**config.mk**
```make
export PLATFORM = sky130hd
export DESIGN_NAME = vlg_pulse_cnt_mc
export DESIGN_NICKNAME = d
export VERILOG_FILES = /design/src/rtl/vlg_pulse_cnt_mc.sv
export SDC_FILE = /design/constraint.sdc
export NUM_CORES = 1
export LEC_CHECK = 0
export BUFFER_PORTS_ARGS = -buffer_cell sky130_fd_sc_hd__buf_2
export CAP_MARGIN = 20
export CORE_UTILIZATION = 45
export DETAILED_ROUTE_END_ITERATION = 7
export PLACE_DENSITY = 0.72
export SLEW_MARGIN = 20
export SYNTH_ARGS = -nofsm -noshare
export SYNTH_HDL_FRONTEND = slang
export SYNTH_SLANG_ARGS = --single-unit
export TNS_END_PERCENT = 10
```
**constraint.sdc**
```tcl
create_clock -name i_clk -period 1.9 [get_ports i_clk]
set_clock_uncertainty 0.05 [all_clocks]
set_input_delay 0.19 -clock i_clk [delete_from_list [all_inputs] [get_ports i_clk]]
set_output_delay 0.19 -clock i_clk [all_outputs]
set_load 0.05 [all_outputs]
```
**src/rtl/vlg_pulse_cnt_mc.sv**
```systemverilog
// Multi-channel pulse edge counter: per-channel synchroniser, programmable edge
// detect, enable, wrap/saturate count with sticky overflow, plus atomic snapshot.
module vlg_pulse_cnt_mc #(
   parameter int unsigned CH_NUM      = 4,
   parameter int unsigned CNT_W       = 16,
   parameter int unsigned SYNC_STAGES = 2,
   parameter int unsigned SAT_EN      = 1
) (
   input  logic                      i_clk,
   input  logic                      i_rst_n,
   input  logic [CH_NUM-1:0]         i_pulse,
   input  logic [CH_NUM-1:0]         i_en,
   input  logic [2*CH_NUM-1:0]       i_edge_mode,
   input  logic                      i_clr,
   input  logic                      i_snap,
   output logic [CH_NUM*CNT_W-1:0]   o_pulse_cnt,
   output logic [CH_NUM*CNT_W-1:0]   o_snap_cnt,
   output logic                      o_snap_vld,
   output logic [CH_NUM-1:0]         o_ovf
);

   typedef enum logic [1:0] {
      EDGE_RISE = 2'b00,
      EDGE_FALL = 2'b01,
      EDGE_BOTH = 2'b10,
      EDGE_OFF  = 2'b11
   } edge_mode_e;

   logic [SYNC_STAGES-1:0] sync_q [CH_NUM];
   logic [CH_NUM-1:0]      hist_q;
   logic [CNT_W-1:0]       cnt_q  [CH_NUM];
   logic [CNT_W-1:0]       cnt_d  [CH_NUM];
   logic [CNT_W-1:0]       snap_q [CH_NUM];
   logic [CH_NUM-1:0]      ovf_q, ovf_d;
   logic                   snap_vld_q;

   logic [CH_NUM-1:0]      s_last, rise, fall, hit;
   edge_mode_e             mode [CH_NUM];

   // Edge history keeps running while a channel is disabled, so re-enabling
   // with the input already high does not fabricate an edge.
   always_comb begin
      s_last = '0;
      rise   = '0;
      fall   = '0;
      hit    = '0;
      for (int unsigned k = 0; k < CH_NUM; k++) begin
         mode[k]   = edge_mode_e'(i_edge_mode[2*k +: 2]);
         s_last[k] = sync_q[k][SYNC_STAGES-1];
         rise[k]   = s_last[k] & ~hist_q[k];
         fall[k]   = ~s_last[k] & hist_q[k];
         case (mode[k])
            EDGE_RISE: hit[k] = rise[k];
            EDGE_FALL: hit[k] = fall[k];
            EDGE_BOTH: hit[k] = rise[k] | fall[k];
            default:   hit[k] = 1'b0;
         endcase
      end
   end

   always_comb begin
      ovf_d = ovf_q;
      for (int unsigned k = 0; k < CH_NUM; k++) begin
         cnt_d[k] = cnt_q[k];
         if (i_clr || !i_en[k]) begin
            cnt_d[k] = '0;
            ovf_d[k] = 1'b0;
         end else if (hit[k]) begin
            if (&cnt_q[k]) begin
               cnt_d[k] = (SAT_EN != 0) ? '1 : '0;
               ovf_d[k] = 1'b1;
            end else begin
               cnt_d[k] = cnt_q[k] + 1'b1;
            end
         end
      end
   end

   always_ff @(posedge i_clk or negedge i_rst_n) begin
      if (!i_rst_n) begin
         for (int unsigned k = 0; k < CH_NUM; k++) begin
            sync_q[k] <= '0;
            cnt_q[k]  <= '0;
            snap_q[k] <= '0;
         end
         hist_q     <= '0;
         ovf_q      <= '0;
         snap_vld_q <= 1'b0;
      end else begin
         for (int unsigned k = 0; k < CH_NUM; k++) begin
            sync_q[k] <= {sync_q[k][SYNC_STAGES-2:0], i_pulse[k]};
            cnt_q[k]  <= cnt_d[k];
            if (i_snap) begin
               snap_q[k] <= cnt_q[k];
            end
         end
         hist_q     <= s_last;
         ovf_q      <= ovf_d;
         snap_vld_q <= i_snap;
      end
   end

   always_comb begin
      o_pulse_cnt = '0;
      o_snap_cnt  = '0;
      for (int unsigned k = 0; k < CH_NUM; k++) begin
         o_pulse_cnt[k*CNT_W +: CNT_W] = cnt_q[k];
         o_snap_cnt[k*CNT_W +: CNT_W]  = snap_q[k];
      end
   end

   assign o_snap_vld = snap_vld_q;
   assign o_ovf      = ovf_q;

endmodule
```
* Yosys cells after proc, flatten, opt, wreduce, memory -nomap -nowiden *
Index checks and enable logic that the tools add are counted.

cells by class
  multiplexer cells = 28
  multiply operators = 0
  $add $sub $neg = 4
  shift-type cells = 0
  reduce and logical (&&, ||, !) cells = 28
  divide/modulo/power cells = 0
  magnitude comparators = 0
  equal/unequal tests = 8
  bitwise operators = 20

operators with widths
  operator                                                          count
  16-bit 2-to-1 mux                                                 12
  16-bit by 1-bit adder with 16-bit output (second input constant)  4
  16-bit AND reduction                                              4
  2-bit nonzero test                                                8
  1-bit 2-to-1 mux                                                  12
  1-bit case mux with 3 select lines                                4
  1-bit bitwise AND                                                 8
  2-bit by 1-bit == test with 1-bit output (second input constant)  4
  2-bit == test (second input constant)                             4
  2-bit zero test                                                   4
  1-bit NOT                                                         8
  2-bit AND reduction                                               4
  1-bit zero test                                                   4
  1-bit logical OR                                                  4
  1-bit OR                                                          4

word-level totals
  output and inout port bits = 133
  word-level logic and storage cells = 106
  memories = 0
  memory bits (writable) = 0
  latch bits = 0
  ROM bits = 0
  flip-flop bits (word level) = 145

* Logic depth before layout (Yosys ltp) *
  depth in word-level cells = 6
  mapped depth = 9
  mapped depth without buffers = 7

* Least setup slack after synthesis *
Ideal clock, no wire load.

  kind = flip-flop to flip-flop
  start = register cnt_q (netlist bit o_pulse_cnt[48])
  end = register cnt_q (netlist bit o_pulse_cnt[55])
  cell stages (with the launch flop) = 8
  arrival = 2167 ps
  clock period less this slack = 2310 ps
  data required time = 1756 ps
  path slack = -410 ps
  library setup time = 94 ps
  buffers on the path = 1
  cell sequence = dfrtp_1 -> ha_1 -> nand4_1 -> or4_4 -> buf_6 -> a21oi_1 -> nor2_1 -> a211oi_1

between the ends
  longest elaborated chain between the ends = 4

ends and longest elaborated chain
  item                                                                                     RTL line  source
  start, declared                                                                          31        logic [CNT_W-1:0] cnt_q [CH_NUM];
  start signal, assigned by index                                                          92        cnt_q[k] <= cnt_d[k];
  16-bit by 1-bit adder with 16-bit output / 16-bit AND reduction (equally long branches)  73, 69
  16-bit 2-to-1 mux *                                                                      69        if (&cnt_q[k]) begin
  16-bit 2-to-1 mux *                                                                      68        end else if (hit[k]) begin
  16-bit 2-to-1 mux *                                                                      65        if (i_clr || !i_en[k]) begin

Mark *: on every way between the ends. The rest lies on a longest branch, timed or not. The select of a mux whose other input is x is not followed.
A chain may end at the register's enable or synchronous reset.

* Worst setup path after layout *
  start = register hist_q[1]
  end = register cnt_q (netlist bit o_pulse_cnt[25])

between the ends
  longest elaborated chain between the ends = 5

ends and longest elaborated chain
  item                                   RTL line  source
  start, declared                        30        logic [CH_NUM-1:0] hist_q;
  start signal, assigned                 97        hist_q <= s_last;
  1-bit NOT                              50        rise[k] = s_last[k] & ~hist_q[k];
  1-bit bitwise AND                      50
  1-bit OR                               55        EDGE_BOTH: hit[k] = rise[k] | fall[k];
  1-bit case mux with 3 select lines *   52        case (mode[k])
  2-bit nonzero test (no source line) *  --

Mark *: on every way between the ends. The rest lies on a longest branch, timed or not.

==> results_dict.tcl <==
set metrics [dict create \
    outcome "finished, violations left" \
    violations "negative setup slack" \
    arrival_ps 2170 \
    final_design_area_no_fill_sq_um 8790 \
    die_x_um 123 \
    globalRouteTotalUtil 0.223 \
    clockBufferDepth 2 \
    synthDistinctLibCells 53 \
    synth_mux_area_frac 0.115 \
    cts_tree "built" \
    cp-end-kind "register" \
    drive_above_1_share 0.486 \
    insertion_delay_ps 420 \
    initial_core_util 0.466 \
    grtUsageMet1 0.280 \
    drc 0 \
    synth_top_family_by_area "simple AND/OR/NAND/NOR gates" \
    grt_pass1_wl_um 26100 \
    synth_xor_area_frac 0.0107 \
    power_uw 6830 \
    rsz0062_at_grt "yes" \
    die-area_sq_um 15000 \
    cts-root-buf "clkbuf_16" \
    synth_nets 599 \
    fin_crit_sh 1.00 \
    ys_seq_area_frac 0.555 \
    ys_ff_latch 145 \
    utilization 0.626 \
    timing.slew.headroom 0.518 \
    syn_to_final_growth_pct 34.3 \
    place_area_sq_um 7940 \
    crit_required_ps 2160 \
    port_buffers 152 \
    max_clock_freq_ghz 0.525 \
    viasPerCell 5.72 \
    ant_nets 0 \
    drt_iter0_drc 445 \
    max_cap_viol_count 0 \
    insertedDiodeCount 0 \
    clock_sinks 145 \
    crit_path_start_kind "register" \
    grt_max_degree 65 \
    synth.cell_area_sq_um 6540 \
    dieHeight_um 123 \
    vdd_drop_max_mv 0.539 \
    setup_ws_ps -4.40 \
    synthAdderAreaFrac 0.0229 \
    synthSimpleGateAreaFrac 0.148 \
    num_vias 5511 \
    post_drt_wl_per_cell_um 17.0 \
    rows 43 \
    critPathKind "register to register" \
    antenna_found_initial 0 \
    tightest_slew_ps 723 \
    pin_count 153 \
    synthCells 567 \
    finalNetCount 803 \
    final_max_slew_viol_count 0 \
    numCtsBuffers 17 \
    met2_usage 0.371 \
    clkSlewWorstSetupHoldPaths_ps 60 \
    power_density_nw_per_um2 777 \
    busiest_layer "met2" \
    synth_compound_area_frac 0.123 \
    hpwl_um 11000 \
    hold_viol_final 0 \
    synth_edf_count 0 \
    core_sq_um 14000 \
    grt.overflow.total 0 \
    p_leak_uw 0.00438 \
    async_flop_share 1.00 \
    drt_pass1_iterations 4 \
    final-setup-viol-count 1 \
    met3_usage 0.0469 \
    fin_crit_ps 1900 \
    routed_wirelength_um 16400 \
    htreeDepth 4 \
    avgSynthCellArea_sq_um 11.5 \
    finalWeightedCongestion 0.928 \
    crit_fanout 3 \
    min_path_type "input pin to register" \
    yosysWarnings 0 \
    synthFlopType "dfrtp_1" \
    first_global_vias 5432 \
]
worst max-delay path, cell delays in order, from the launching register on:
cell and delay [ps]:
dfrtp_1 390, inv_2 80, ha_4 200, nand2b_4 140, a21oi_2 140, nor2_1 90
or4_1 520, a21oi_1 200
area by class of cell:
type	count	area (sq um)
fill	1086	5260
sequential	145	3670
multi-input combinational	380	2960
timing repair buffer	212	1300
clock buffer	23	468
tap	180	225
clock inverter	9	108
inverter	15	56.3
logic make-up (layout without fill, tap and decap cells):
kind of cell	Yosys count	count (layout)
compound gates	118	118
xor+xnor	8	8
fa+ha+maj	12	12
buf+inv	42	259
flops	145	145
mux	67	67
simple gates	175	175
where the power goes:
group | switching (uW) | total (uW) | internal (uW) | leakage [uW]
Sequential | 22.1 | 3140 | 3120 | 0.00194
Combinational | 294 | 451 | 156 | 0.00217
Clock | 1240 | 3240 | 2000 | 0.000277
Total | 1550 | 6830 | 5270 | 0.00438
state kept, by name, indices dropped and copies added, names as in the netlist:
register     count
o_snap_vld       1
sync_q           4
o_pulse_cnt     64
hist_q           4
s_last           4
o_ovf            4
o_snap_cnt      64
final timing paths:
kind	startpoint	end	slack (ps)	cells after the start
max in group asynchronous	i_rst_n	o_pulse_cnt[27]$_DFFE_PN0P_	910	3
worst max-delay path	hist_q[1]$_DFF_PN0_	o_pulse_cnt[25]$_DFFE_PN0P_	-4	7
worst min-delay path	i_edge_mode[0]	o_pulse_cnt[15]$_DFFE_PN0P_	220	4
worst min register to register	sync_q[4]$_DFF_PN0_	s_last[1]$_DFF_PN0_	300	0
min in group asynchronous	i_rst_n	o_snap_cnt[49]$_DFFE_PN0P_	230	2
worst max register to register	hist_q[1]$_DFF_PN0_	o_pulse_cnt[25]$_DFFE_PN0P_	-4	7
Yosys cell counts, types with 5 or more instances:
master | count | area share
dfrtp_1 | 145 | 0.55
mux2_2 | 64 | 0.11
a21oi_1 | 42 | 0.032
nor2_1 | 38 | 0.022
nand2_1 | 26 | 0.015
a311oi_1 | 22 | 0.029
clkbuf_1 | 19 | 0.011
nand3_1 | 19 | 0.015
a211oi_1 | 16 | 0.018
nor3_1 | 16 | 0.012
inv_1 | 15 | 0.0086
and3_1 | 13 | 0.012
nand4_1 | 13 | 0.012
ha_1 | 12 | 0.023
a31oi_1 | 11 | 0.011
nand2b_1 | 10 | 0.0096
xor2_1 | 8 | 0.011
a41oi_1 | 7 | 0.0094
and2_1 | 7 | 0.0067
and4_1 | 6 | 0.0080
o21ai_0 | 5 | 0.0038
per-stage QoR:
step / instances / worst slack [ps] / hold slack, ps / TNS [ps]
3_3_place_gp: 920 / 3.95 / 107 / 0
6_report: 964 / -4.40 / 221 / -4.40
4_1_cts: 958 / -14.5 / 231 / -14.5
3_5_place_dp: 920 / -73.2 / 114 / -375
5_1_grt: 964 / -69.4 / 237 / -832
2_1_floorplan: 567 / -74.7 / -156 / -1020
cell usage in the layout (no fill, tap or decap), types with 6 or more instances in the layout:
| cell | count |
|---|---|
| buf_2 | 151 |
| dfrtp_1 | 111 |
| mux2_2 | 64 |
| buf_4 | 48 |
| a21oi_1 | 38 |
| nor2_1 | 35 |
| dfrtp_2 | 33 |
| nand2_1 | 26 |
| nand3_1 | 19 |
| clkbuf_16 | 17 |
| a311oi_1 | 16 |
| a211oi_1 | 15 |
| inv_1 | 13 |
| and3_1 | 13 |
| nand4_1 | 13 |
| a31oi_1 | 11 |
| nor3_1 | 11 |
| nand2b_1 | 9 |
| xor2_1 | 8 |
| ha_1 | 8 |
| and4_1 | 6 |
| a41oi_1 | 6 |
| a311oi_2 | 6 |
| dlygate4sd3_1 | 6 |
per-layer routing:
layer,part of all wire,vias to the layer above
met1,0.43,2740
li1,-,2542
met2,0.50,197
met4,0.018,0
met3,0.050,32
met5,0,-
timing repair:
item                       in CTS  in global routing
hold buffers                    6                  0
hold endpoints to repair       53                  0
pin swaps                       0                 17
resized for setup               7                 29
setup endpoints to repair      12                 58
setup buffers                   0                  6
Note: power is estimated with default switching activity, not from simulation.
